===== src/rtl/uart_pkg.sv =====
// Shared UART register offsets, status bit positions and rx FSM encoding.
// Used by both the transmitter and the receiver.
package uart_pkg;

  localparam logic [2:0] REG_DATA   = 3'd0;
  localparam logic [2:0] REG_STATUS = 3'd1;

  localparam int ST_AVAIL = 0;
  localparam int ST_FULL  = 1;
  localparam int ST_OVR   = 2;
  localparam int ST_FERR  = 3;
  localparam int ST_PERR  = 4;

  typedef enum logic [2:0] {
    S_IDLE,
    S_START,
    S_DATA,
    S_PARITY,
    S_STOP
  } rx_state_t;

  function automatic logic even_par(input logic [7:0] d);
    return ^d;
  endfunction

endpackage


===== src/rtl/uart_rx_if.sv =====
// Peripheral slave bus: one-cycle read/write strobes, registered read data.
// Shared by the led, uart, bram and spram peripherals.
interface uart_rx_if;

  logic [4:0] addr;
  logic       rd_en;
  logic [7:0] rd_data;
  logic       rd_valid;
  logic       wr_en;
  logic [7:0] wr_data;

  modport master (
    output addr, rd_en, wr_en, wr_data,
    input  rd_data, rd_valid
  );

  modport slave (
    input  addr, rd_en, wr_en, wr_data,
    output rd_data, rd_valid
  );

endinterface


===== src/rtl/uart_rx_fifo.sv =====
// Synchronous FIFO, power-of-two depth, naturally wrapping pointers.
// Push into a full FIFO is dropped unless a pop happens in the same cycle.
module uart_rx_fifo #(
  parameter int DEPTH = 4,
  parameter int WIDTH = 8
) (
  input  logic                     clk,
  input  logic                     rst,
  input  logic                     push,
  input  logic                     pop,
  input  logic [WIDTH-1:0]         wdata,
  output logic [WIDTH-1:0]         rdata,
  output logic                     full,
  output logic                     empty,
  output logic [$clog2(DEPTH):0]   count
);

  localparam int AW = $clog2(DEPTH);

  logic [WIDTH-1:0] mem [DEPTH];
  logic [AW-1:0]    wptr;
  logic [AW-1:0]    rptr;
  logic             do_push;
  logic             do_pop;

  assign empty   = (count == '0);
  assign full    = (count == (AW+1)'(DEPTH));
  assign do_pop  = pop && !empty;
  assign do_push = push && (!full || do_pop);
  assign rdata   = mem[rptr];

  always_ff @(posedge clk) begin
    if (do_push) mem[wptr] <= wdata;
  end

  always_ff @(posedge clk) begin
    if (rst) begin
      wptr  <= '0;
      rptr  <= '0;
      count <= '0;
    end else begin
      if (do_push) wptr <= wptr + 1'b1;
      if (do_pop)  rptr <= rptr + 1'b1;
      unique case ({do_push, do_pop})
        2'b10:   count <= count + 1'b1;
        2'b01:   count <= count - 1'b1;
        default: ;
      endcase
    end
  end

endmodule


===== src/rtl/uart_rx.sv =====
// Bus-mapped UART receiver: 8N1 deserialiser, receive FIFO, DATA/STATUS regs.
// Define UART_RX_PARITY_EN for 8E1 frames with a parity-error status bit.
module uart_rx
  import uart_pkg::*;
#(
  parameter int CLK_HZ     = 12000000,
  parameter int BAUD       = 115200,
  parameter int FIFO_DEPTH = 4
) (
  input  logic        clk,
  input  logic        rst,
  uart_rx_if.slave    bus,
  input  logic        rx,
  output logic        rx_avail
);

  localparam int DIV = CLK_HZ / BAUD;
  localparam int CW  = $clog2(DIV);
  localparam int AW  = $clog2(FIFO_DEPTH);
  localparam logic [CW-1:0] HALF = CW'(DIV / 2 - 1);
  localparam logic [CW-1:0] FULL = CW'(DIV - 1);

`ifdef UART_RX_PARITY_EN
  localparam rx_state_t AFTER_DATA = S_PARITY;
`else
  localparam rx_state_t AFTER_DATA = S_STOP;
`endif

  rx_state_t     state;
  rx_state_t     nxt;
  logic          sync1;
  logic          rxs;
  logic          rxs_d;
  logic          fall;
  logic [CW-1:0] cnt;
  logic          tick;
  logic [2:0]    bit_idx;
  logic [7:0]    shreg;

  logic ld_half;
  logic ld_full;
  logic shift;
  logic push_req;
  logic ferr_set;
  logic par_smp;

  logic          ovr;
  logic          ferr;
  logic          perr;
  logic          ovr_set;
  logic          full;
  logic          empty;
  logic [AW:0]   fcnt;
  logic [7:0]    head;
  logic          pop;
  logic          sel_data;
  logic          sel_status;
  logic          w1c;
  logic [7:0]    status;
  logic [7:0]    rd_mux;
  logic [7:0]    rdq;
  logic          rvq;
  logic          unused;

  always_ff @(posedge clk) begin
    if (rst) begin
      sync1 <= 1'b1;
      rxs   <= 1'b1;
      rxs_d <= 1'b1;
    end else begin
      sync1 <= rx;
      rxs   <= sync1;
      rxs_d <= rxs;
    end
  end

  // only a 1->0 transition starts a frame, so a stuck-low line stays idle
  assign fall = rxs_d && !rxs;
  assign tick = (cnt == '0);

  always_ff @(posedge clk) begin
    if (rst) state <= S_IDLE;
    else     state <= nxt;
  end

  always_comb begin
    nxt = state;
    unique case (state)
      S_IDLE:   if (fall) nxt = S_START;
      S_START:  if (tick) nxt = rxs ? S_IDLE : S_DATA;
      S_DATA:   if (tick && bit_idx == 3'd7) nxt = AFTER_DATA;
      S_PARITY: if (tick) nxt = S_STOP;
      S_STOP:   if (tick) nxt = S_IDLE;
      default:  nxt = S_IDLE;
    endcase
  end

  always_comb begin
    ld_half  = 1'b0;
    ld_full  = 1'b0;
    shift    = 1'b0;
    push_req = 1'b0;
    ferr_set = 1'b0;
    par_smp  = 1'b0;
    unique case (state)
      S_IDLE:   ld_half = fall;
      S_START:  ld_full = tick && !rxs;
      S_DATA: begin
        ld_full = tick;
        shift   = tick;
      end
      S_PARITY: begin
        ld_full = tick;
        par_smp = tick;
      end
      S_STOP: begin
        push_req = tick && rxs;
        ferr_set = tick && !rxs;
      end
      default: ;
    endcase
  end

  always_ff @(posedge clk) begin
    if (rst) begin
      cnt     <= '0;
      bit_idx <= '0;
      shreg   <= '0;
    end else begin
      if (ld_half)                       cnt <= HALF;
      else if (ld_full)                  cnt <= FULL;
      else if (state != S_IDLE && !tick) cnt <= cnt - 1'b1;
      if (ld_half)    bit_idx <= '0;
      else if (shift) bit_idx <= bit_idx + 1'b1;
      if (shift) shreg <= {rxs, shreg[7:1]};
    end
  end

  assign sel_data   = (bus.addr[2:0] == REG_DATA);
  assign sel_status = (bus.addr[2:0] == REG_STATUS);
  assign pop        = bus.rd_en && sel_data && !empty;
  assign w1c        = bus.wr_en && sel_status;
  assign ovr_set    = push_req && full && !pop;

  uart_rx_fifo #(
    .DEPTH (FIFO_DEPTH),
    .WIDTH (8)
  ) u_fifo (
    .clk   (clk),
    .rst   (rst),
    .push  (push_req),
    .pop   (pop),
    .wdata (shreg),
    .rdata (head),
    .full  (full),
    .empty (empty),
    .count (fcnt)
  );

  // a set event in the same cycle as its W1C wins
  always_ff @(posedge clk) begin
    if (rst) begin
      ovr  <= 1'b0;
      ferr <= 1'b0;
    end else begin
      ovr  <= ovr_set  | (ovr  & ~(w1c & bus.wr_data[ST_OVR]));
      ferr <= ferr_set | (ferr & ~(w1c & bus.wr_data[ST_FERR]));
    end
  end

`ifdef UART_RX_PARITY_EN
  logic perr_set;
  assign perr_set = par_smp && (even_par(shreg) != rxs);

  always_ff @(posedge clk) begin
    if (rst) perr <= 1'b0;
    else     perr <= perr_set | (perr & ~(w1c & bus.wr_data[ST_PERR]));
  end
`else
  assign perr = 1'b0;
`endif

  always_comb begin
    status           = '0;
    status[ST_AVAIL] = !empty;
    status[ST_FULL]  = full;
    status[ST_OVR]   = ovr;
    status[ST_FERR]  = ferr;
    status[ST_PERR]  = perr;
  end

  always_comb begin
    rd_mux = '0;
    unique case (1'b1)
      sel_data:   rd_mux = empty ? 8'h00 : head;
      sel_status: rd_mux = status;
      default:    ;
    endcase
  end

  always_ff @(posedge clk) begin
    if (rst) begin
      rdq <= '0;
      rvq <= 1'b0;
    end else begin
      rvq <= bus.rd_en;
      if (bus.rd_en) rdq <= rd_mux;
    end
  end

  assign bus.rd_data  = rdq;
  assign bus.rd_valid = rvq;
  assign rx_avail     = (fcnt != '0);

  assign unused = ^{bus.addr[4:3], bus.wr_data[7:4],
                    bus.wr_data[1:0], par_smp};

endmodule


===== src/flat_wrapper.sv =====
// flat-port wrapper written by rule: the top's interface ports become plain ports
module uart_rx_flat import uart_pkg::*;
#(
  parameter int CLK_HZ     = 12000000,
  parameter int BAUD       = 115200,
  parameter int FIFO_DEPTH = 4
)
  (clk, rst, rx, rx_avail, bus_addr, bus_rd_en, bus_wr_en, bus_wr_data, bus_rd_data, bus_rd_valid);
  uart_rx_if bus_i ();
  input  logic clk;
  input  logic rst;
  input  logic rx;
  output logic rx_avail;
  input wire logic [$bits(bus_i.addr)-1:0] bus_addr;
  input wire logic [$bits(bus_i.rd_en)-1:0] bus_rd_en;
  input wire logic [$bits(bus_i.wr_en)-1:0] bus_wr_en;
  input wire logic [$bits(bus_i.wr_data)-1:0] bus_wr_data;
  output wire logic [$bits(bus_i.rd_data)-1:0] bus_rd_data;
  output wire logic [$bits(bus_i.rd_valid)-1:0] bus_rd_valid;
  assign bus_i.addr = bus_addr;
  assign bus_i.rd_en = bus_rd_en;
  assign bus_i.wr_en = bus_wr_en;
  assign bus_i.wr_data = bus_wr_data;
  assign bus_rd_data = bus_i.rd_data;
  assign bus_rd_valid = bus_i.rd_valid;
  uart_rx #(.CLK_HZ(CLK_HZ), .BAUD(BAUD), .FIFO_DEPTH(FIFO_DEPTH)) u_core (.clk(clk), .rst(rst), .bus(bus_i), .rx(rx), .rx_avail(rx_avail));
endmodule

===== config.mk =====
export PLATFORM = sky130hd
export DESIGN_NAME = uart_rx_flat
export DESIGN_NICKNAME = d
export VERILOG_FILES = /design/src/rtl/uart_pkg.sv /design/src/rtl/uart_rx_if.sv /design/src/rtl/uart_rx_fifo.sv /design/src/rtl/uart_rx.sv /design/src/flat_wrapper.sv
export SDC_FILE = /design/constraint.sdc
export NUM_CORES = 1
export LEC_CHECK = 0
export CAP_MARGIN = 15
export CELL_PAD_IN_SITES_DETAIL_PLACEMENT = 1
export CELL_PAD_IN_SITES_GLOBAL_PLACEMENT = 2
export CORE_MARGIN = 2
export CORE_UTILIZATION = 35
export DETAILED_ROUTE_END_ITERATION = 8
export GPL_ROUTABILITY_DRIVEN = 0
export PLACE_DENSITY = 0.77
export SLEW_MARGIN = 10
export SYNTH_ARGS = -nofsm -noshare
export SYNTH_HDL_FRONTEND = slang
export SYNTH_SLANG_ARGS = --single-unit
export TNS_END_PERCENT = 100

===== constraint.sdc =====
create_clock -name clk -period 2.2 [get_ports clk]
set_input_delay 0.44 -clock clk [delete_from_list [all_inputs] [get_ports clk]]
set_output_delay 0.44 -clock clk [all_outputs]
set_load 0.1 [all_outputs]

Yosys cells after proc, flatten, opt, wreduce, memory -nomap -nowiden
Memory sizes are Yosys's and may differ from the RTL's. A register that Yosys moved wholly into a read port is not among the register bits.
Index checks and enable logic that the tools add are counted.
- bits in registers: 42
- RAM bits: 32
- input bits: 18
- output and inout port bits: 10
- memories: 1
- memories (memory ; depth ; bits a word ; rd ports ; clocked after Yosys merged registers in ; wr ports ; RTL line ; source):
    u_core.u_fifo.mem ; 4 ; 8 ; 1 ; 1 ; 1 ; uart_rx_fifo.sv:20 ; logic [WIDTH-1:0] mem [DEPTH];
- $add $sub $neg: 6
- eq/ne operators: 14
- multiplexer cells: 22
- bitwise operators: 8
- reduce and logical (&&, ||, !) cells: 31
- operators with widths (operator ; number):
    case mux 8 bit (2 select lines) ; 1
    two-way mux 3 bit ; 5
    case mux 3 bit (5 select lines) ; 1
    two-way mux 7 bit ; 2
    logical AND 1 bit ; 12
    != test 2 x 1 -> 1 bit (second input constant) ; 5
    == test 3 bit (second input constant) ; 3
    zero test 3 bit ; 3
    nonzero test 3 bit ; 3
    two-way mux 8 bit ; 1
    zero test 7 bit ; 1
    subtractor 7 x 1 -> 7 bit (second input constant) ; 1
    adder 3 x 1 -> 3 bit (second input constant) ; 2
    == test 3 x 1 -> 1 bit (second input constant) ; 2
    == test 3 x 2 -> 1 bit (second input constant) ; 2
    two-way mux 1 bit ; 6
    two-way mux 2 bit ; 3
    two-way mux 6 bit ; 1
    case mux 3 bit (2 select lines) ; 1
    zero test 1 bit ; 5
    AND reduction 5 bit ; 1
    adder 2 x 1 -> 2 bit (second input constant) ; 2
    bitwise AND 1 bit ; 4
    nonzero test 2 bit ; 2
    9 further kinds ; 12

Depth between registers and ports, before layout
- word-level depth: 8
- depth in mapped cells: 9

Modules after synthesis
From an unflattened synthesis, not the netlist that was laid out.
- cells, all modules: 267
- area, all modules: 3261.9 sq um
- modules (own cells, without submodules) (module ; times used ; cells an instance ; area each (sq um) ; sequential area each (sq um)):
    uart_rx_fifo ; 1 ; 96 ; 1645.3 ; 1141.1
    uart_rx ; 1 ; 171 ; 1616.6 ; 700.7

Worst setup path after synthesis
Ideal clock, no wire load.
- path type: register -> register
- start point: reg u_core.u_fifo.count[0]
- end point: reg u_core.u_fifo.count[2]
- setup time: 0.121 ns
- arrival time: 2.318 ns
- required time: 2.079 ns
- setup slack: -0.239 ns
- stages on the path, launching flop included: 10
- clock period less this slack: 2.439 ns
- cells stage by stage: dfxtp_1 -> or3_1 -> buf_2 -> and2_1 -> buf_2 -> nand2_1 -> fa_1 -> and3_1 -> mux2i_1 -> mux2_2
- longest elaborated chain between the ends: 8
- elaborated cells between the ends (all ways): 14
- ends and longest elaborated chain (element ; RTL line ; source):
    start: declaration ; uart_rx_fifo.sv:15 ; output logic [$clog2(DEPTH):0] count
    start signal: assignment ; uart_rx_fifo.sv:45 ; 2'b10: count <= count + 1'b1;
    start signal: assignment ; uart_rx_fifo.sv:46 ; 2'b01: count <= count - 1'b1;
    zero test 3 bit ; uart_rx_fifo.sv:26 ; assign empty = (count == '0);
    zero test 1 bit ; uart_rx_fifo.sv:28, uart_rx.sv:141 ;
    logical AND 1 bit ; uart_rx.sv:141 ; assign pop = bus.rd_en && sel_data && !empty;
    logical AND 1 bit ; uart_rx_fifo.sv:28 ; assign do_pop = pop && !empty;
    logical OR 1 bit ; uart_rx_fifo.sv:29 ; assign do_push = push && (!full || do_pop);
    logical AND 1 bit ; uart_rx_fifo.sv:29 ;
    == test 2 x 1 -> 1 bit / == test 2 bit (equally long branches) ; uart_rx_fifo.sv:44 ; unique case ({do_push, do_pop})
    case mux 3 bit (2 select lines) / nonzero test 2 bit (equally long branches) ; -- ;
Parallel ways exist; a longest one is shown, timed or not.
A chain may end at the register's enable or synchronous reset.

Final worst setup path
- start point: reg u_core.cnt[0]
- end point: reg u_core.u_fifo.count[1]
- longest elaborated chain between the ends: 6
- elaborated cells between the ends (all ways): 8
- ends and longest elaborated chain (element ; RTL line ; source):
    start: declaration ; uart_rx.sv:35 ; logic [CW-1:0] cnt;
    start signal: assignment ; uart_rx.sv:132 ; else if (state != S_IDLE && !tick) cnt <= cnt - 1'b1;
    zero test 7 bit (*) ; uart_rx.sv:79 ; assign tick = (cnt == '0);
    logical AND 1 bit (*) ; uart_rx.sv:117 ; push_req = tick && rxs;
    two-way mux 1 bit (*) ; uart_rx.sv:105 ; unique case (state)
    logical AND 1 bit (*) ; uart_rx_fifo.sv:29 ;
    == test 2 x 1 -> 1 bit / == test 2 bit (equally long branches) ; uart_rx_fifo.sv:44 ;
    case mux 3 bit (2 select lines) / nonzero test 2 bit (equally long branches) ; -- ;
Mark *: on every way between the ends. The rest lies on a longest branch, timed or not.

==> results.py <==
metrics = {
    "routing": {
        "dr_total_vias": 2117,
        "ant_nets": 0,
        "vias_per_cell": 5.029,
        "first_pass_iters": 4,
        "drc_errors": 0,
        "wl_per_cell_um": 15.83,
        "routed_wl_um": 6663,
        "drt_iter0_drc": 19,
    },
    "yosys": {
        "synthArstFlopShare": 0,
        "synth_area_leaders": "edfxtp_1 30%, dfxtp_1 27%, mux4_2 5.6%, mux2i_1 3.7%, nor2_1 3.3%",
        "synth_edf_count": 32,
        "syn_nets": 291,
        "synth_cell_type_count": 44,
        "synthMostInstantiatedCell": "dfxtp_1",
        "ys_warn_count": 0,
        "ys_seq_elements": 76,
        "synth_area_um2": 3216,
        "synth_cells": 264,
        "avgSynthCellArea_um2": 12.18,
        "yosysTopAreaCell": "edfxtp_1",
        "synthFlopType": "dfxtp_1",
        "yosysTopAreaCellShare": 0.2988,
        "ys_seq_area_frac": 0.5728,
        "synthTopCellsByCount": "44 x dfxtp_1, 32 x edfxtp_1, 28 x nor2_1",
    },
    "clock_network": {
        "cts_made_buffers": 9,
        "clk_latency_ns": 0.34,
        "ctsHoldBuffers": 0,
        "root_buffer": "clkbuf_8",
        "clk_path_buf_depth": 2,
        "path_clk_slew_ns": 0.08,
        "tritoncts": "done",
        "numClockSinks": 76,
        "cts_max_level": 3,
    },
    "critical_path": {
        "worstPathBufferInverterCount": 1,
        "critical_path_arrival_ns": 2.32,
        "crit_path_start": "u_core.cnt[0]",
        "crit_chain": "inv_1 > ha_2 > nor4b_4 > nand4_1 > nand2_1 > fa_2 > or2_2 > o32ai_2",
        "critPathCaptureType": "flop",
        "start_kind": "flop",
        "cpPeakStageDelay_ns": 0.43,
        "required_ns": 2.46,
        "r2r_start": "u_core.cnt[0]",
        "crit_type": "reg -> reg",
        "slowest_stage": "fa_2",
        "crit_fanout": 3,
        "cp_top_family": "simple AND/OR/NAND/NOR gates",
    },
    "place": {
        "postPlaceCellArea_um2": 3689,
        "port_buffers": 19,
        "dp.cells": 402,
        "place_hpwl_um": 4727,
    },
    "run": {
        "maxCapViolCount": 0,
    },
    "timing": {
        "drv_slew": 0,
        "rsz0062_at_grt": "false",
        "final-hold-violation-count": 0,
        "max_freq_ghz": 0.4856,
        "setup_viol": 0,
        "fin_tns_setup_ns": 0,
        "worst_pin_slew_ns": 0.5708,
        "slew_headroom": 0.6166,
        "period_minus_slack_ns": 2.060,
        "skew_ns": 0.007265,
        "fin_crit_sh": 0.9361,
    },
    "pwr": {
        "p_total_mw": 2.823,
        "p_per_area_nw_per_um2": 713.3,
        "vdd_drop_max_v": 0.0002227,
        "p_leak_nw": 1.537,
    },
    "floorplanning": {
        "die_h_um": 99.85,
        "die_w_um": 99.85,
        "core_area_um2": 8806,
        "boundaryPins": 28,
        "die-area_um2": 9970,
        "start_util": 0.3652,
        "num_rows": 34,
    },
    "global_routing": {
        "antenna_found_initial": 0,
        "first_global_vias": 2278,
        "grt_max_degree": 27,
        "grt_overflow": 0,
        "grt_pass1_wl_um": 11240,
        "grt_use_total": 0.1464,
    },
    "layout": {
        "final_cells": 421,
        "final_util": 0.4494,
        "drive_above_1_share": 0.2556,
        "antenna_cells": 0,
        "final_area_um2": 3958,
        "nets": 335,
        "area_delta_synth_final_pct": 23.07,
    },
    "worst_hold_path": {
        "holdCritStartpoint": "u_core.sync1",
        "hp-class": "reg -> reg",
    },
    "run_status": {
        "status": "completed",
    },
}
[cells by family after synthesis]
family / synth area share
simple gates: 0.1599
flops: 0.5728
compound gates: 0.07354
mux: 0.1074
buf+inv: 0.02724
fa+ha+maj: 0.03736
xor+xnor: 0.02179
[flip-flops by register name, summed over array words and instances (netlist names), 3 cells and up, named ones only]
name and flops:
u_core.cnt 7, u_core.state 3, u_core.u_fifo.count 3, u_core.bit_idx 3, u_core.bus.rd_data 8, u_core.u_fifo.mem 32, u_core.shreg 8
[through the flow]
step / setup slack, ns / hold slack, ns
finish: 0.1405 / 0.4249
global route: 0.002512 / 0.4465
CTS: 0.002087 / 0.4291
detailed placement: -0.3681 / 0.4030
global placement: -0.3502 / 0.3960
floorplan: 0.01912 / 0.3895
[report_power, final]
| group | internal, mW | switching, mW |
|---|---|---|
| Sequential | 1.47 | 0.0159 |
| Combinational | 0.0821 | 0.0983 |
| Clock | 0.641 | 0.516 |
| Total | 2.19 | 0.630 |
[layer usage]
metal,share of wire,wire length [µm],vias up,global-route usage
li1,-,-,1047,-
met1,0.45,3028,1035,0.1819
met2,0.50,3329,26,0.2448
met3,0.027,180,9,0.02368
met4,0.019,125,0,0.07903
met5,0,0,-,0
[repair_timing]
action,in CTS,in global routing
setup buffers,1,2
endpoints found under the setup margin,8,12
gates resized for setup,1,10
pin swaps,1,3
[path summary, 6_finish.rpt]
| path | endpoint | slack, ns | depth (start not counted) |
|---|---|---|---|
| setup / recovery | u_core.u_fifo.count[1] | 0.14 | 8 |
| hold / removal | u_core.rxs | 0.42 | 1 |
| setup reg to reg | u_core.u_fifo.count[1] | 0.14 | 8 |
| hold reg to reg | u_core.rxs | 0.42 | 1 |
[layout make-up]
| type | instances | area, µm² |
|---|---|---|
| inverter | 9 | 33.78 |
| clock buffer | 10 | 127.6 |
| multi-input combinational | 168 | 1316 |
| tap | 108 | 135.1 |
| fill | 947 | 4848 |
| timing repair buffer | 44 | 412.9 |
| clock inverter | 6 | 88.84 |
| sequential | 76 | 1843 |
[placed cells by master, fill, tap and decap left out, types with 7 or more instances in the layout]
cell	count
dfxtp_1	43
and3_1	7
mux2i_1	12
clkbuf_8	9
nand3_1	8
nor2b_1	9
buf_4	31
ha_1	7
inv_1	8
nor2_1	28
a21oi_1	19
nand2_1	8
edfxtp_1	32
mux4_2	8
No activity file was read; power rests on OpenSTA's default activity.
